$ cat config.mk
export PLATFORM = sky130hd
export DESIGN_NAME = crack_result_collector
export DESIGN_NICKNAME = d
export VERILOG_FILES = /design/src/rtl/rc4_pkg.sv /design/src/rtl/lowest_onehot.sv /design/src/rtl/crack_result_collector.sv
export SDC_FILE = /design/constraint.sdc
export NUM_CORES = 1
export LEC_CHECK = 0
export ABC_CLOCK_PERIOD_IN_PS = 2350
export CAP_MARGIN = 10
export CORE_MARGIN = 2
export CORE_UTILIZATION = 34
export DETAILED_ROUTE_END_ITERATION = 8
export PLACE_DENSITY_LB_ADDON = 0.15
export SETUP_SLACK_MARGIN = 0.05
export SYNTH_ARGS = -nofsm -noshare
export SYNTH_HDL_FRONTEND = slang
export SYNTH_HIERARCHICAL = 1
export SYNTH_SLANG_ARGS = --single-unit
$ cat constraint.sdc
create_clock -name clk -period 2.35 [get_ports clk]
set_input_delay 0.235 -clock clk [delete_from_list [all_inputs] [get_ports clk]]
set_output_delay 0.235 -clock clk [all_outputs]
set_load 0.05 [all_outputs]
$ cat src/rtl/rc4_pkg.sv
// Shared definitions for the RC4 key-search front end and the hex display controller.
package rc4_pkg;

  localparam int NUM_CORES = 4;
  localparam int KEY_W     = 24;

  typedef enum logic [2:0] {
    IDLE,
    LAUNCH,
    SEARCH,
    FOUND,
    FAILED
  } collector_state_t;

  localparam logic [NUM_CORES-1:0] SUCCESS_NONE = 4'b0000;

endpackage

$ cat src/rtl/lowest_onehot.sv
// Priority encoder: keeps only the lowest set bit of the input (zero in gives zero out).
module lowest_onehot
  import rc4_pkg::*;
(
  input  logic [NUM_CORES-1:0] in,
  output logic [NUM_CORES-1:0] out
);

  // Two's complement isolates the lowest set bit.
  assign out = in & (~in + {{(NUM_CORES-1){1'b0}}, 1'b1});

endmodule

$ cat src/rtl/crack_result_collector.sv
// Launches the four RC4 search cores, tracks their done/found flags, latches their keys
// and reports the first winner (lowest index on a tie) or an all-exhausted failure.
module crack_result_collector
  import rc4_pkg::*;
(
  input  logic                 clk,
  input  logic                 rst_n,
  input  logic                 start,
  input  logic [NUM_CORES-1:0] core_done,
  input  logic [NUM_CORES-1:0] core_found,
  input  logic [KEY_W-1:0]     core_key_0,
  input  logic [KEY_W-1:0]     core_key_1,
  input  logic [KEY_W-1:0]     core_key_2,
  input  logic [KEY_W-1:0]     core_key_3,
  output logic                 core_start,
  output logic                 core_stop,
  output logic [NUM_CORES-1:0] success_state,
  output logic [KEY_W-1:0]     secret_key_1,
  output logic [KEY_W-1:0]     secret_key_2,
  output logic [KEY_W-1:0]     secret_key_3,
  output logic [KEY_W-1:0]     secret_key_4,
  output logic                 busy,
  output logic                 failed
);

  collector_state_t state, state_nxt;

  logic [NUM_CORES-1:0] done_seen;
  logic [NUM_CORES-1:0] hit;
  logic [NUM_CORES-1:0] winner;
  logic                 all_done;
  logic [KEY_W-1:0]     core_key [NUM_CORES];
  logic [KEY_W-1:0]     key_q    [NUM_CORES];

  assign core_key[0] = core_key_0;
  assign core_key[1] = core_key_1;
  assign core_key[2] = core_key_2;
  assign core_key[3] = core_key_3;

  assign secret_key_1 = key_q[0];
  assign secret_key_2 = key_q[1];
  assign secret_key_3 = key_q[2];
  assign secret_key_4 = key_q[3];

  // found is only meaningful while the same core reports done
  assign hit      = core_done & core_found;
  assign all_done = &(done_seen | core_done);

  lowest_onehot u_winner (
    .in  (hit),
    .out (winner)
  );

  always_ff @(posedge clk) begin
    if (!rst_n) state <= IDLE;
    else        state <= state_nxt;
  end

  always_comb begin
    state_nxt = state;
    case (state)
      IDLE:   if (start) state_nxt = LAUNCH;
      LAUNCH: state_nxt = SEARCH;
      SEARCH: begin
        if (hit != '0)    state_nxt = FOUND;
        else if (all_done) state_nxt = FAILED;
      end
      FOUND:  if (start) state_nxt = LAUNCH;
      FAILED: if (start) state_nxt = LAUNCH;
      default: state_nxt = IDLE;
    endcase
  end

  // Outputs are registered from the next state so they line up with the state they describe.
  always_ff @(posedge clk) begin
    if (!rst_n) begin
      core_start    <= 1'b0;
      core_stop     <= 1'b0;
      success_state <= SUCCESS_NONE;
      busy          <= 1'b0;
      failed        <= 1'b0;
      done_seen     <= '0;
      for (int i = 0; i < NUM_CORES; i++) key_q[i] <= '0;
    end else begin
      core_start <= (state_nxt == LAUNCH);
      busy       <= (state_nxt == LAUNCH) || (state_nxt == SEARCH);
      if (state_nxt == LAUNCH) begin
        core_stop     <= 1'b0;
        success_state <= SUCCESS_NONE;
        failed        <= 1'b0;
        done_seen     <= '0;
        for (int i = 0; i < NUM_CORES; i++) key_q[i] <= '0;
      end else if (state == SEARCH) begin
        for (int i = 0; i < NUM_CORES; i++) begin
          if (core_done[i] && !done_seen[i]) begin
            key_q[i]     <= core_key[i];
            done_seen[i] <= 1'b1;
          end
        end
        if (hit != '0) begin
          success_state <= winner;
          core_stop     <= 1'b1;
          // the winner's key is taken even if that core was already latched earlier
          for (int i = 0; i < NUM_CORES; i++) begin
            if (winner[i]) key_q[i] <= core_key[i];
          end
        end else if (all_done) begin
          failed <= 1'b1;
        end
      end
    end
  end

endmodule

Word-level counts from Yosys, hierarchy flattened
Memory sizes are Yosys's and may differ from the RTL's.
Index checks and enable logic that the tools add are counted.
{"block": "totals", "ram_bits": 96, "ff_bits": 15, "mem_count": 1, "inputBits": 107, "elab_cells": 120, "out_inout_bits": 104}
{"block": "classes", "n_eq_ne": 6, "n_reduce_logical": 20, "n_addsub": 1, "n_bitwise": 18, "n_mux": 64}
{"name": "key_q", "words": 4, "width": 24, "rd": 4, "rd_ports_with_merged_regs": 0, "write_ports": 4, "line_no": "crack_result_collector.sv:33", "source": "logic [KEY_W-1:0] key_q [NUM_CORES];"}
{"cell": "2-to-1 mux 24 bit", "count": 12}
{"cell": "2-to-1 mux 1 bit", "count": 48}
{"cell": "bitwise OR 1 bit", "count": 12}
{"cell": "AND reduction 2 bit", "count": 5}
{"cell": "== test 3 x 2 -> 1 bit, second input constant", "count": 3}
{"cell": "2-to-1 mux 3 bit", "count": 3}
{"cell": "one-hot mux 3 bit (3 select lines)", "count": 1}
{"cell": "AND 4 bit", "count": 2}
{"cell": "== test 3 x 1 -> 1 bit, second input constant", "count": 2}
{"cell": "AND reduction 6 bit", "count": 1}
{"cell": "adder 4 x 1 -> 4 bit, second input constant", "count": 1}
{"cell": "logical AND 1 bit", "count": 4}
{"cell": "logical NOT 1 bit", "count": 4}
{"cell": "inverter 4 bit", "count": 1}
{"cell": "bitwise OR 4 bit", "count": 1}
{"cell": "AND reduction 4 bit", "count": 1}
{"cell": "nonzero test 4 bit", "count": 1}
{"cell": "== test 3 bit, second input constant", "count": 1}
{"cell": "logical NOT 3 bit", "count": 1}
{"cell": "OR reduction 3 bit", "count": 1}
{"cell": "inverter 1 bit", "count": 2}
{"cell": "OR reduction 2 bit", "count": 1}
{"cell": "logical OR 1 bit", "count": 1}

Logic depth before layout (Yosys ltp)
{"block": "logic_depth", "word_depth": 12, "mapped_depth": 7, "ltp_nobuf": 5}

Cells and area by module
Netlist, hierarchy kept.
{"mod": "crack_result_collector", "area_each_um2": 4262.8, "seq_area_each_um2": 3183.1, "cells_each": 287, "instances": 1}
{"mod": "lowest_onehot", "area_each_um2": 36.3, "seq_area_each_um2": 0.0, "cells_each": 4, "instances": 1}

Worst setup path after synthesis
No wires, ideal clock.
{"block": "synth_path", "path_kind": "reg2reg", "start": "register state[1]", "end": "memory key_q[2][0] (enable)", "arrival_time_ns": 1.795, "required_time_ns": 1.965, "path_buffers": 0, "period_less_slack_ns": 2.180, "path_stages_with_launch": 5, "path_slack_ns": 0.170, "setup_ns": 0.385, "path_cell_list": "dfxtp_1 > nor3b_4 > a21boi_4 > nand2_2 > nand3_1"}
{"element": "start, declared", "line_no": "crack_result_collector.sv:26", "source": "collector_state_t state, state_nxt;"}
{"element": "start signal, assigned", "line_no": "crack_result_collector.sv:56", "source": "else state <= state_nxt;"}
{"element": "end, declared", "line_no": "crack_result_collector.sv:33"}

==> results by group <==
Critical path
  – Worst setup path class: reg2reg
  – Startpoint types: register
  – Critical path fanouts, max: 24
  – Worst setup path end: key_q[1][17]
  – Worst Path Required: 2.36 ns
  – R2R setup slack: 0.18 ns
  – RR Endpoint: key_q[1][17]
  – Critical Path Start: state[1]
  – Crit. End Element: register
  – Reg2reg start: state[1]
  – Register-to-Register Path Depth: 6
  – Arrival time at the worst endpoint: 2.18 ns

Synthesis
  – Most area-hungry cell type in the Yosys netlist: edfxtp_1
  – Largest cells by area after synthesis: edfxtp_1 (67%), and2_1 (15%), dfxtp_1 (7.0%)
  – Most common cell in the netlist: and2_1
  – Avg Cell Area, Syn: 14.77 um2
  – Synth Net Count: 398
  – Yosys reg bits: approximately 110
  – Yosys warns: 6
  – Synth cell types: 34
  – Synth async-reset ratio: 0%
  – List of most frequent post-synthesis cells: and2_1 (101), edfxtp_1 (96), dfxtp_1 (15), nor2_1 (15), nand2_1 (8)
  – Yosys top cell area share: 67.05%
  – Register area share after synthesis: 74.04%
  – Ys flop type: edfxtp_1
  – Netlist Area Pre-Place: approximately 4300 um2
  – Synth Instances: 291
  – Post-synth EDFFs: 96

Floorplan
  – Initial Util: 34.49%
  – Die width: between 100 and 150 um
  – Rows: 41
  – Io pins: ~210
  – Die area: between 10000 and 15000 um2
  – Core area: 12470 um2
  – Die extent in y: roughly 120 um

Routing
  – Pre-antenna DRT Iters: 4
  – Routed vias: 3000
  – Final routed DRC violation total: 0
  – WL final: 10090 um
  – Routed wire per std cell: 14.58 um
  – Antenna Nets Post-Route: 0
  – Via/cell ratio: 4.335
  – Initial DRC count: 213

Clock tree
  – CTS max path bufs: 2
  – Setup Fix Bufs, Post-CTS: 0
  – Clock Root Buffer: clkbuf_16
  – Clock slew at reported path FFs: 0.07 ns
  – Hold-fix buffers at CTS: 0
  – CTS tree: done
  – CTS Sinks: 111
  – CTS Buf Count: 9
  – Worst-skew pair later-pin latency: 0.34 ns
  – H-tree levels: 3

Global route
  – GRT Total Usage: 14.02%
  – Antenna violations before repair: 0
  – Vias in the first global route: 2795
  – First-pass GRT wire length: around 14000 um
  – Total gr overflow: 0
  – Pin count of the biggest net entering global routing: 25

Job
  – Max_cap viols: 0

Power
  – Leakage Power: 2.591 nW
  – Power per cell area: 731.4 nW/um2
  – Worst-case vdd ir drop: approximately 0.0004 V

Timing
  – Slew HR: about 54%
  – Worst-Margin Slew: 0.6955 ns
  – Worst Skew: about 0.0076 ns
  – F_max: 460.7 MHz
  – Hold WS: 0.4755 ns
  – RSZ-0062 raised after global routing: no
  – Setup violators final: 0
  – Hold Vio Cnt, Final: 0
  – Fin crit period: 2.170 ns
  – Slew Limit Fails: 0
  – Tcrit/Tclk final: about 92%

Place
  – Routability congestion estimate: 0.7776
  – Dpl hpwl: 7043 um
  – I/O Buffers: 210
  – Post-DP Area: 6678 um2
  – Inst Count DP: roughly 680

Cells and area
  – Area delta synth->final: 62.11%
  – Non-filler cells, final: about 690
  – Antenna cells: 0
  – Share of layout cells above drive strength 1: between 6 and 7%
  – Core Util, Final: a little under three fifths
  – Final Cell Area: 6969 um2
  – Filler cell count: ~1100
  – # nets final: between 600 and 700

Outcome
  – Status: completed

Hold path
  – Worst min path class: reg2reg
[final cells by class]
type | instances | area, um2 | share of cell area, %
clock buffers | 10 | 229.0 | 3.285
clock inverters | 6 | 37.54 | 0.5386
inverters | 4 | 15.01 | 0.2154
multi-input cells | 167 | 1072 | 15.39
flip-flops and latches | 111 | 3183 | 45.67
well taps | 172 | 215.2 | 3.088
repair buffers | 222 | 2217 | 31.81
[state kept, by name (all words and copies together), names as in the netlist]
signal         cells
busy               1
core_start         1
core_stop          1
done_seen          4
failed             1
key_q             96
state              3
success_state      4
[per-stage QoR]
stage | power [mW] | setup TNS, ns | setup slack (ns)
detailed placement | 3.754 | -9.319 | -0.2139
finish | 5.097 | 0 | 0.1795
global placement | 3.747 | -8.285 | -0.1756
CTS | 5.151 | 0 | 0.07101
global route | 5.302 | 0 | 0.04653
floorplan | 3.187 | 0 | 0.1705
[logic make-up after synthesis]
family	Yosys count	synth area share (%)
AND/OR/NAND/NOR	141	19.76
flip-flops	111	74.04
buffers and inverters	14	1.601
multiplexers	3	0.6985
AO/OA/AOI/OAI	22	3.900
[layout by cell type (no fill, tap or decap), types with 2 or more instances in the layout]
master,count
clkdlybuf4s50_1,210
and2_1,101
edfxtp_1,96
dfxtp_1,15
nor2_1,14
buf_4,10
clkbuf_16,9
nand2_1,8
a21oi_1,7
inv_1,4
a22oi_1,3
nand3b_1,3
mux2i_1,3
nor2_4,2
nor2b_1,2
o21ai_0,2
o22ai_1,2
nor3_1,2
clkinvlp_4,2
clkinv_2,2
buf_12,2
[worst max-delay path, stage by stage (launching register included)]
cell and delay [ns]:
dfxtp_1 0.40, nor3b_4 0.38, buf_4 0.19, nand3b_1 0.23
a21boi_1 0.25, nand2_1 0.09, buf_4 0.30
[repair_timing]
| action | in CTS | in global routing |
|---|---|---|
| hold endpoints to repair | 0 | 0 |
| pin swaps | 0 | 0 |
| gates cloned | 0 | 1 |
| setup endpoints to repair | 6 | 51 |
| resized for setup | 1 | 2 |
[routing by layer]
| metal | vias up | track usage (%) | share of wire (%) |
|---|---|---|---|
| met2 | 128 | 22.40 | 48 |
| met5 | - | 0 | 0 |
| li1 | 1469 | - | - |
| met4 | 0 | 6.190 | 1.9 |
| met1 | 1392 | 17.75 | 42 |
| met3 | 11 | 4.152 | 8.3 |
[power by group]
group | leakage, nW | internal (mW) | switching, mW
combinational | 1.29 | 0.495 | 0.830
clock | 0.126 | 0.715 | 0.674
sequential | 1.17 | 2.33 | 0.0498
[how the worst min path moves through the flow]
stage	from	endpoint	slack, ns	cells after the start
final	success_state[2]	success_state[2]	0.48	2
after global routing	success_state[2]	success_state[2]	0.51	2
after CTS	success_state[2]	success_state[2]	0.48	2
after detailed placement	failed	failed	0.47	2
after global placement	core_stop	core_stop	0.46	2
after floorplan	core_done[1]	done_seen[1]	0.37	2
No activity file was read; power rests on OpenSTA's default activity.
